$ cat src/rtl/uart_rx_buffer_if.sv
// uart_rx_buffer_if: byte intake, flow-control and status signals of the UART receive buffer
interface uart_rx_buffer_if #(
  parameter int DATA_BITS = 8,
  parameter int DEPTH = 16
);
  logic [DATA_BITS-1:0] rx_data;
  logic rx_data_valid;
  logic rx_error;
  logic echo_expect;
  logic flush;
  logic clear_flags;
  logic [DATA_BITS-1:0] out_data;
  logic out_valid;
  logic out_ready;
  logic [$clog2(DEPTH):0] count;
  logic full;
  logic overflow;
  logic parity_err;
  modport master (
    output rx_data, rx_data_valid, rx_error, echo_expect, flush, clear_flags, out_ready,
    input out_data, out_valid, count, full, overflow, parity_err
  );
  modport slave (
    input rx_data, rx_data_valid, rx_error, echo_expect, flush, clear_flags, out_ready,
    output out_data, out_valid, count, full, overflow, parity_err
  );
endinterface

$ cat src/rtl/uart_rx_buffer.sv
// uart_rx_buffer: FWFT byte FIFO behind the UART receiver with echo skipping and sticky error flags
module uart_rx_buffer #(
  parameter int DATA_BITS = 8,
  parameter int DEPTH = 16,
  parameter int SKIP_BITS = 8
) (
  input logic clk,
  input logic rst,
  uart_rx_buffer_if.slave bus
);
  localparam int AW = $clog2(DEPTH);
  localparam int CW = AW + 1;
  logic [DATA_BITS-1:0] mem [DEPTH];
  logic [AW-1:0] wr_ptr, rd_ptr;
  logic [CW-1:0] cnt;
  logic [SKIP_BITS-1:0] skip, skip_next;
  logic [SKIP_BITS:0] skip_sum;
  logic frame, echo_frame, push_req, push, pop, is_full, drop, overflow, parity_err;
  assign frame = bus.rx_data_valid | bus.rx_error;
  assign echo_frame = frame && skip != '0;
  assign push_req = bus.rx_data_valid && !bus.rx_error && skip == '0 && !bus.flush;
  assign is_full = cnt == CW'(DEPTH);
  assign pop = cnt != '0 && bus.out_ready;
  assign push = push_req && (!is_full || pop);
  assign drop = push_req && is_full && !pop;
  // Echo counter: add TX pulses, retire one per echoed frame, clamp at the top value
  always_comb begin
    skip_sum = {1'b0, skip} + (SKIP_BITS+1)'(bus.echo_expect) - (SKIP_BITS+1)'(echo_frame);
    skip_next = skip_sum[SKIP_BITS] ? '1 : skip_sum[SKIP_BITS-1:0];
  end
  // Pointers, occupancy and echo counter; flush behaves like a local reset of these
  always_ff @(posedge clk) begin
    if (rst || bus.flush) begin
      wr_ptr <= '0;
      rd_ptr <= '0;
      cnt <= '0;
      skip <= '0;
    end else begin
      wr_ptr <= wr_ptr + AW'(push);
      rd_ptr <= rd_ptr + AW'(pop);
      cnt <= cnt + CW'(push) - CW'(pop);
      skip <= skip_next;
    end
  end
  // Storage array; contents need no reset because occupancy gates visibility
  always_ff @(posedge clk) begin
    if (push) mem[wr_ptr] <= bus.rx_data;
  end
  // Sticky flags: a new event in the clearing cycle keeps the flag set
  always_ff @(posedge clk) begin
    if (rst) begin
      overflow <= 1'b0;
      parity_err <= 1'b0;
    end else begin
      overflow <= drop | (overflow & !bus.clear_flags);
      parity_err <= bus.rx_error | (parity_err & !bus.clear_flags);
    end
  end
  assign bus.out_valid = cnt != '0;
  assign bus.out_data = bus.out_valid ? mem[rd_ptr] : '0;
  assign bus.count = cnt;
  assign bus.full = is_full;
  assign bus.overflow = overflow;
  assign bus.parity_err = parity_err;
endmodule
$ cat src/flat_wrapper.sv
// flat-port wrapper written by rule: the top's interface ports become plain ports
module uart_rx_buffer_flat 
#(
  parameter int DATA_BITS = 8,
  parameter int DEPTH = 16,
  parameter int SKIP_BITS = 8
)
  (clk, rst, bus_rx_data, bus_rx_data_valid, bus_rx_error, bus_echo_expect, bus_flush, bus_clear_flags, bus_out_ready, bus_out_data, bus_out_valid, bus_count, bus_full, bus_overflow, bus_parity_err);
  uart_rx_buffer_if #(.DATA_BITS(DATA_BITS), .DEPTH(DEPTH)) bus_i ();
  input logic clk;
  input logic rst;
  input wire logic [$bits(bus_i.rx_data)-1:0] bus_rx_data;
  input wire logic [$bits(bus_i.rx_data_valid)-1:0] bus_rx_data_valid;
  input wire logic [$bits(bus_i.rx_error)-1:0] bus_rx_error;
  input wire logic [$bits(bus_i.echo_expect)-1:0] bus_echo_expect;
  input wire logic [$bits(bus_i.flush)-1:0] bus_flush;
  input wire logic [$bits(bus_i.clear_flags)-1:0] bus_clear_flags;
  input wire logic [$bits(bus_i.out_ready)-1:0] bus_out_ready;
  output wire logic [$bits(bus_i.out_data)-1:0] bus_out_data;
  output wire logic [$bits(bus_i.out_valid)-1:0] bus_out_valid;
  output wire logic [$bits(bus_i.count)-1:0] bus_count;
  output wire logic [$bits(bus_i.full)-1:0] bus_full;
  output wire logic [$bits(bus_i.overflow)-1:0] bus_overflow;
  output wire logic [$bits(bus_i.parity_err)-1:0] bus_parity_err;
  assign bus_i.rx_data = bus_rx_data;
  assign bus_i.rx_data_valid = bus_rx_data_valid;
  assign bus_i.rx_error = bus_rx_error;
  assign bus_i.echo_expect = bus_echo_expect;
  assign bus_i.flush = bus_flush;
  assign bus_i.clear_flags = bus_clear_flags;
  assign bus_i.out_ready = bus_out_ready;
  assign bus_out_data = bus_i.out_data;
  assign bus_out_valid = bus_i.out_valid;
  assign bus_count = bus_i.count;
  assign bus_full = bus_i.full;
  assign bus_overflow = bus_i.overflow;
  assign bus_parity_err = bus_i.parity_err;
  uart_rx_buffer #(.DATA_BITS(DATA_BITS), .DEPTH(DEPTH), .SKIP_BITS(SKIP_BITS)) u_core (.clk(clk), .rst(rst), .bus(bus_i));
endmodule
$ cat config.mk
export PLATFORM = sky130hd
export DESIGN_NAME = uart_rx_buffer_flat
export DESIGN_NICKNAME = d
export VERILOG_FILES = /design/src/rtl/uart_rx_buffer_if.sv /design/src/rtl/uart_rx_buffer.sv /design/src/flat_wrapper.sv
export SDC_FILE = /design/constraint.sdc
export NUM_CORES = 1
export LEC_CHECK = 0
export ABC_AREA = 1
export ABC_CLOCK_PERIOD_IN_PS = 2400
export BUFFER_PORTS_ARGS = -buffer_cell sky130_fd_sc_hd__buf_2
export CAP_MARGIN = 20
export CORE_MARGIN = 4
export CORE_UTILIZATION = 27
export DETAILED_ROUTE_END_ITERATION = 6
export GPL_TIMING_DRIVEN = 0
export RECOVER_POWER = 50
export SKIP_CTS_REPAIR_TIMING = 1
export SYNTH_ARGS = -nofsm -noshare
export SYNTH_HDL_FRONTEND = slang
export SYNTH_SLANG_ARGS = --single-unit
export TNS_END_PERCENT = 50
$ cat constraint.sdc
create_clock -name clk -period 2.4 [get_ports clk]
set_clock_uncertainty 0.15 [all_clocks]
set_input_delay 0 -clock clk [delete_from_list [all_inputs] [get_ports clk]]
set_output_delay 0 -clock clk [all_outputs]
set_load 0.03 [all_outputs]
Yosys cells after proc, flatten, opt, wreduce, memory -nomap -nowiden
Memory sizes are Yosys's and may differ from the RTL's. A register that Yosys moved wholly into a read port is not among the register bits.
Cells that the tools add are included.

word-level totals
  register bits after elaboration = 23
  memory bits (writable) = 128
  input port bits = 16
  word-level logic and storage cells = 42
  memories = 1

operators by class
  $add $sub $neg = 6
  equal/unequal tests = 1
  multiplexer cells = 5
  bitwise gates (word level) = 5
  reductions and logical operators = 18

memory list
  name        depth  width  read ports  clocked after Yosys merged registers in  write ports  line                  source
  u_core.mem  16     8      1           1                                        1            uart_rx_buffer.sv:13  logic [DATA_BITS-1:0] mem [DEPTH];

operators with widths
  operator            number
  $mux 8              2
  $add 8x1->9         1
  $sub 9x1->9         1
  $add 4x1->4         2
  $logic_and 1x1->1   8
  $logic_not 8->1     1
  $reduce_bool 8->1   1
  $add 5x1->5         1
  $eq 5x5->1 const B  1
  $logic_not 1->1     5
  $reduce_bool 5->1   1
  $sub 5x1->5         1
  $mux 4              1
  $or 1x1->1          3
  $and 1x1->1         2
  $logic_or 1x1->1    2
  $mux 1              2

Longest topological paths before layout
  depth after elaboration = 7
  depth in mapped cells = 18
  depth with buffers taken out = 18

Worst setup path before layout
No wires, ideal clock.

  kind = reg2reg
  start = reg u_core.cnt[3] (netlist: u_core.bus.count[3])
  end = reg u_core.cnt[4] (netlist: u_core.bus.count[4])
  library setup time = 0.070 ns
  arrival = 2.641 ns
  data required time = 2.180 ns
  path slack = -0.461 ns
  cell stages (with the launch flop) = 16
  path buffers = 0
  clock period less this slack = 2.861 ns
  cells stage by stage = dfxtp_1 > inv_1 > ha_1 > nand3_1 > nor2_2 > inv_2 > nand2_1 > inv_1 > ha_1 > inv_1 > ha_1 > inv_1 > fa_1 > o31ai_1 > o21ai_0 > a21oi_1

on the way
  longest elaborated chain between the ends = 6
  elaborated cells between the ends (all ways) = 8
  classes of those cells = add/sub (2); eq/ne (1); reduce/logical (5)

ends and longest elaborated chain
  item                      line                  source
  start: declaration        uart_rx_buffer.sv:15  logic [CW-1:0] cnt;
  start signal: assignment  uart_rx_buffer.sv:41  cnt <= cnt + CW'(push) - CW'(pop);
  $reduce_bool 5->1 *       --
  via bus_out_valid         flat_wrapper.sv:20    output wire logic [$bits(bus_i.out_valid)-1:0] bus_out_valid;
  $logic_and 1x1->1 *       uart_rx_buffer.sv:23  assign pop = cnt != '0 && bus.out_ready;
  $logic_or 1x1->1          uart_rx_buffer.sv:24  assign push = push_req && (!is_full || pop);
  $logic_and 1x1->1         uart_rx_buffer.sv:24
  $add 5x1->5               uart_rx_buffer.sv:41
  $sub 5x1->5 *             uart_rx_buffer.sv:41

Mark *: on every way through the listed nets, which the timed path passes. The rest lies on a longest branch.
A chain may end at the register's enable or synchronous reset.

Worst setup path after layout
  start = reg u_core.skip[6]
  end = reg u_core.skip[7]

on the way
  longest elaborated chain between the ends = 4
  elaborated cells between the ends (all ways) = 5
  classes of those cells = add/sub (2); mux (1); reduce/logical (2)

ends and longest elaborated chain
  item                                                 line                  source
  start: declaration                                   uart_rx_buffer.sv:16  logic [SKIP_BITS-1:0] skip, skip_next;
  start signal: assignment                             uart_rx_buffer.sv:42  skip <= skip_next;
  branches (longest 2 deep; another with $add 8x1->9)  --
  $sub 9x1->9 *                                        uart_rx_buffer.sv:28  skip_sum = {1'b0, skip} + (SKIP_BITS+1)'(bus.echo_expect) - (SKIP_BITS+1)'(echo_frame);
  $mux 8 *                                             uart_rx_buffer.sv:29  skip_next = skip_sum[SKIP_BITS] ? '1 : skip_sum[SKIP_BITS-1:0];

Every way passes the cells marked *.

==> flow_metrics.tcl <==
set metrics [dict create \
    r2r_cells 16 \
    dr_total_vias 4767 \
    maxCapViolations 0 \
    grt_pass1_vias 4598 \
    synthesis.nets 698 \
    cts.sinks 151 \
    wl_per_cell_um 15.9 \
    yosysWarnings 0 \
    start_kind "register" \
    p_leak_nw 3.24 \
    ant_nets 0 \
    start_util_pct 27.6 \
    synth_area_mm2 0.00678 \
    utilization_pct 34.6 \
    dp_slack_ns -0.255 \
    hold_depth 6 \
    dp_hpwl_um 11100 \
    std_cell_rows 57 \
    synth.avg_cell_area_um2 10.3 \
    rsz0062_at_grt "yes" \
    cts_buffers 17 \
    hold_class "in2reg" \
    final.period_utilization_pct 111 \
    place_inst 1014 \
    fin_crit_ns 2.67 \
    die-area_mm2 0.0277 \
    p_sw_share_pct 36.6 \
    ys_seq_area_share_pct 63.5 \
    gp_congestion 0.801 \
    finalSetupViolCount 16 \
    drt-total-wl_um 16900 \
    path_max_fanout 3 \
    drt_iter0_drc 470 \
    violations "negative hold slack, negative setup slack" \
    nets 770 \
    grt_pass1_wl_um 25500 \
    synth-seq-cells 151 \
    hold_violations 1 \
    drv_slew 0 \
    ys_async_sr_fraction_pct 0 \
    setup_ws_ns -0.269 \
    relSlewSlack_pct 43.4 \
    io_pins 33 \
    die_w_um 166 \
    cts.htree.levels 4 \
    insertion_delay_ns 0.42 \
    synth-edff-count 128 \
    cts_tree "built" \
    firstDrtPassIters 5 \
    clkPwrFrac_pct 30.7 \
    end_kind "register" \
    internal_power_mw 5.71 \
    die_h_um 166 \
    worst_r2r_endpoint "u_core.skip[7]" \
    status "finished with violations" \
    track_usage_pct 11.9 \
    crit_start "u_core.skip[6]" \
    synth.distinct_cells 29 \
    reg2reg_slack_ns -0.27 \
    pwr-share-comb_pct 35.6 \
    synth_ff_type "edfxtp_1" \
    pwr_density_cell_mw_per_mm2 1060 \
    crit_arrival_ns 2.86 \
    cts_max_path_buffers 2 \
    grt_antenna_before_repair 0 \
    mostFrequentLayoutCell "nand2_1" \
    seq_power_share_pct 33.7 \
    p_sw_mw 3.29 \
    syn2layout_area_growth_pct 25.3 \
    fmax_mhz 375 \
    endpoint "u_core.skip[7]" \
    tightest_slew_ns 0.849 \
    diodes 0 \
    fin_cells 1067 \
    r2r-start "u_core.skip[6]" \
    worstSetupPathType "reg2reg" \
    root_buffer "clkbuf_16" \
    core_mm2 0.0245 \
    grt-ovfl-total 0 \
    irDropWorstVdd_uv 854 \
    drc 0 \
    syn_inst 658 \
    portBuffers 32 \
    clk_pin_slew_ns 0.07 \
    hold_slack_ns -0.0508 \
    via_per_inst 4.47 \
    mostFrequentLayoutCells "199 x nand2_1, 128 x edfxtp_1, 106 x nand3_1" \
    drive_gt1_share_pct 22.3 \
    required_ns 2.60 \
    grt_max_degree 17 \
]
## synth_stat cells (4+ instances only)
master      n  area [um^2]
a21oi_1    21          105
buf_2      12         60.1
buf_4       4         30.0
buf_6       7         78.8
dfxtp_1    23          460
edfxtp_1  128         3840
ha_1       22          275
inv_1      53          199
inv_2       5         18.8
nand2_1   207          777
nand3_1   111          556
nor2_1     35          131
o21ai_0     4         20.0
xor2_1      5         43.8
## per-stage QoR
| stage | hold WS, ns | power [mW] | setup TNS, ns | cell area [um^2] |
|---|---|---|---|---|
| 6_report | -0.0508 | 9.00 | -1.98 | 8500 |
| 5_1_grt | 0.0312 | 9.54 | -7.69 | 8500 |
| 4_1_cts | -0.390 | 8.52 | -20.41 | 8030 |
| 3_5_place_dp | 0.0546 | 5.77 | -17.51 | 7420 |
| 3_3_place_gp | 0.0550 | 5.72 | -12.14 | 7420 |
| 2_1_floorplan | -0.0809 | 5.08 | -0.0640 | 6860 |
## cell families after synthesis
kind of cell / Yosys count / synth area share [%]
simple gates: 364 / 22.7
flops: 151 / 63.5
buf+inv: 84 / 6.02
compound gates: 28 / 2.20
fa+ha+maj: 24 / 4.65
xor+xnor: 7 / 0.904
## per-layer routing
metal	part of all wire (%)	vias up	track usage (%)
met5	0	-	0
met4	1.1	0	3.06
met3	7.0	16	2.80
met2	47	133	18.7
met1	45	2249	16.7
li1	-	2369	-
## layout make-up
| cell class | instances | area, um^2 |
|---|---|---|
| fill | 2483 | 16000 |
| sequential | 151 | 4320 |
| multi-input combinational | 423 | 2380 |
| clock buffer | 17 | 425 |
| tap | 324 | 405 |
| timing repair buffer | 53 | 345 |
| inverter | 59 | 234 |
| buffer | 25 | 199 |
| clock inverter | 15 | 185 |
## worst min-delay path by stage
stage	from	end	slack [ns]
floorplan	rst	u_core.bus.overflow	-0.08
global placement	rst	u_core.bus.overflow	0.06
detailed placement	rst	u_core.bus.overflow	0.05
CTS	rst	u_core.bus.overflow	-0.39
global route	bus_out_ready	u_core.rd_ptr[0]	0.03
finish	bus_out_ready	u_core.rd_ptr[0]	-0.05
## power groups by stage
stage / logic (mW) / clock network, mW / registers (mW)
floorplan: 1.96 / 0 / 3.12
global placement: 2.65 / 0 / 3.07
detailed placement: 2.69 / 0 / 3.08
CTS: 2.70 / 2.80 / 3.02
global route: 3.57 / 2.92 / 3.05
finish: 3.21 / 2.76 / 3.03
## critical path: stages (launching register included)
cell     delay [ns]
dfxtp_1        0.32
inv_2          0.08
ha_4           0.14
nand4_1        0.13
o21a_1         0.14
ha_1           0.29
inv_1          0.06
ha_2           0.17
inv_2          0.04
fa_2           0.37
inv_2          0.06
nand2_2        0.05
nand2_4        0.09
nand3_4        0.11
nand3_1        0.15
nand2_4        0.08
a21oi_2        0.14
## registers in the layout, indices dropped and copies added (netlist names)
register               count
u_core.rd_ptr              4
u_core.bus.overflow        1
u_core.wr_ptr              4
u_core.skip                8
u_core.bus.count           5
u_core.bus.parity_err      1
u_core.mem               128
Power figures use the tool's default switching activity.
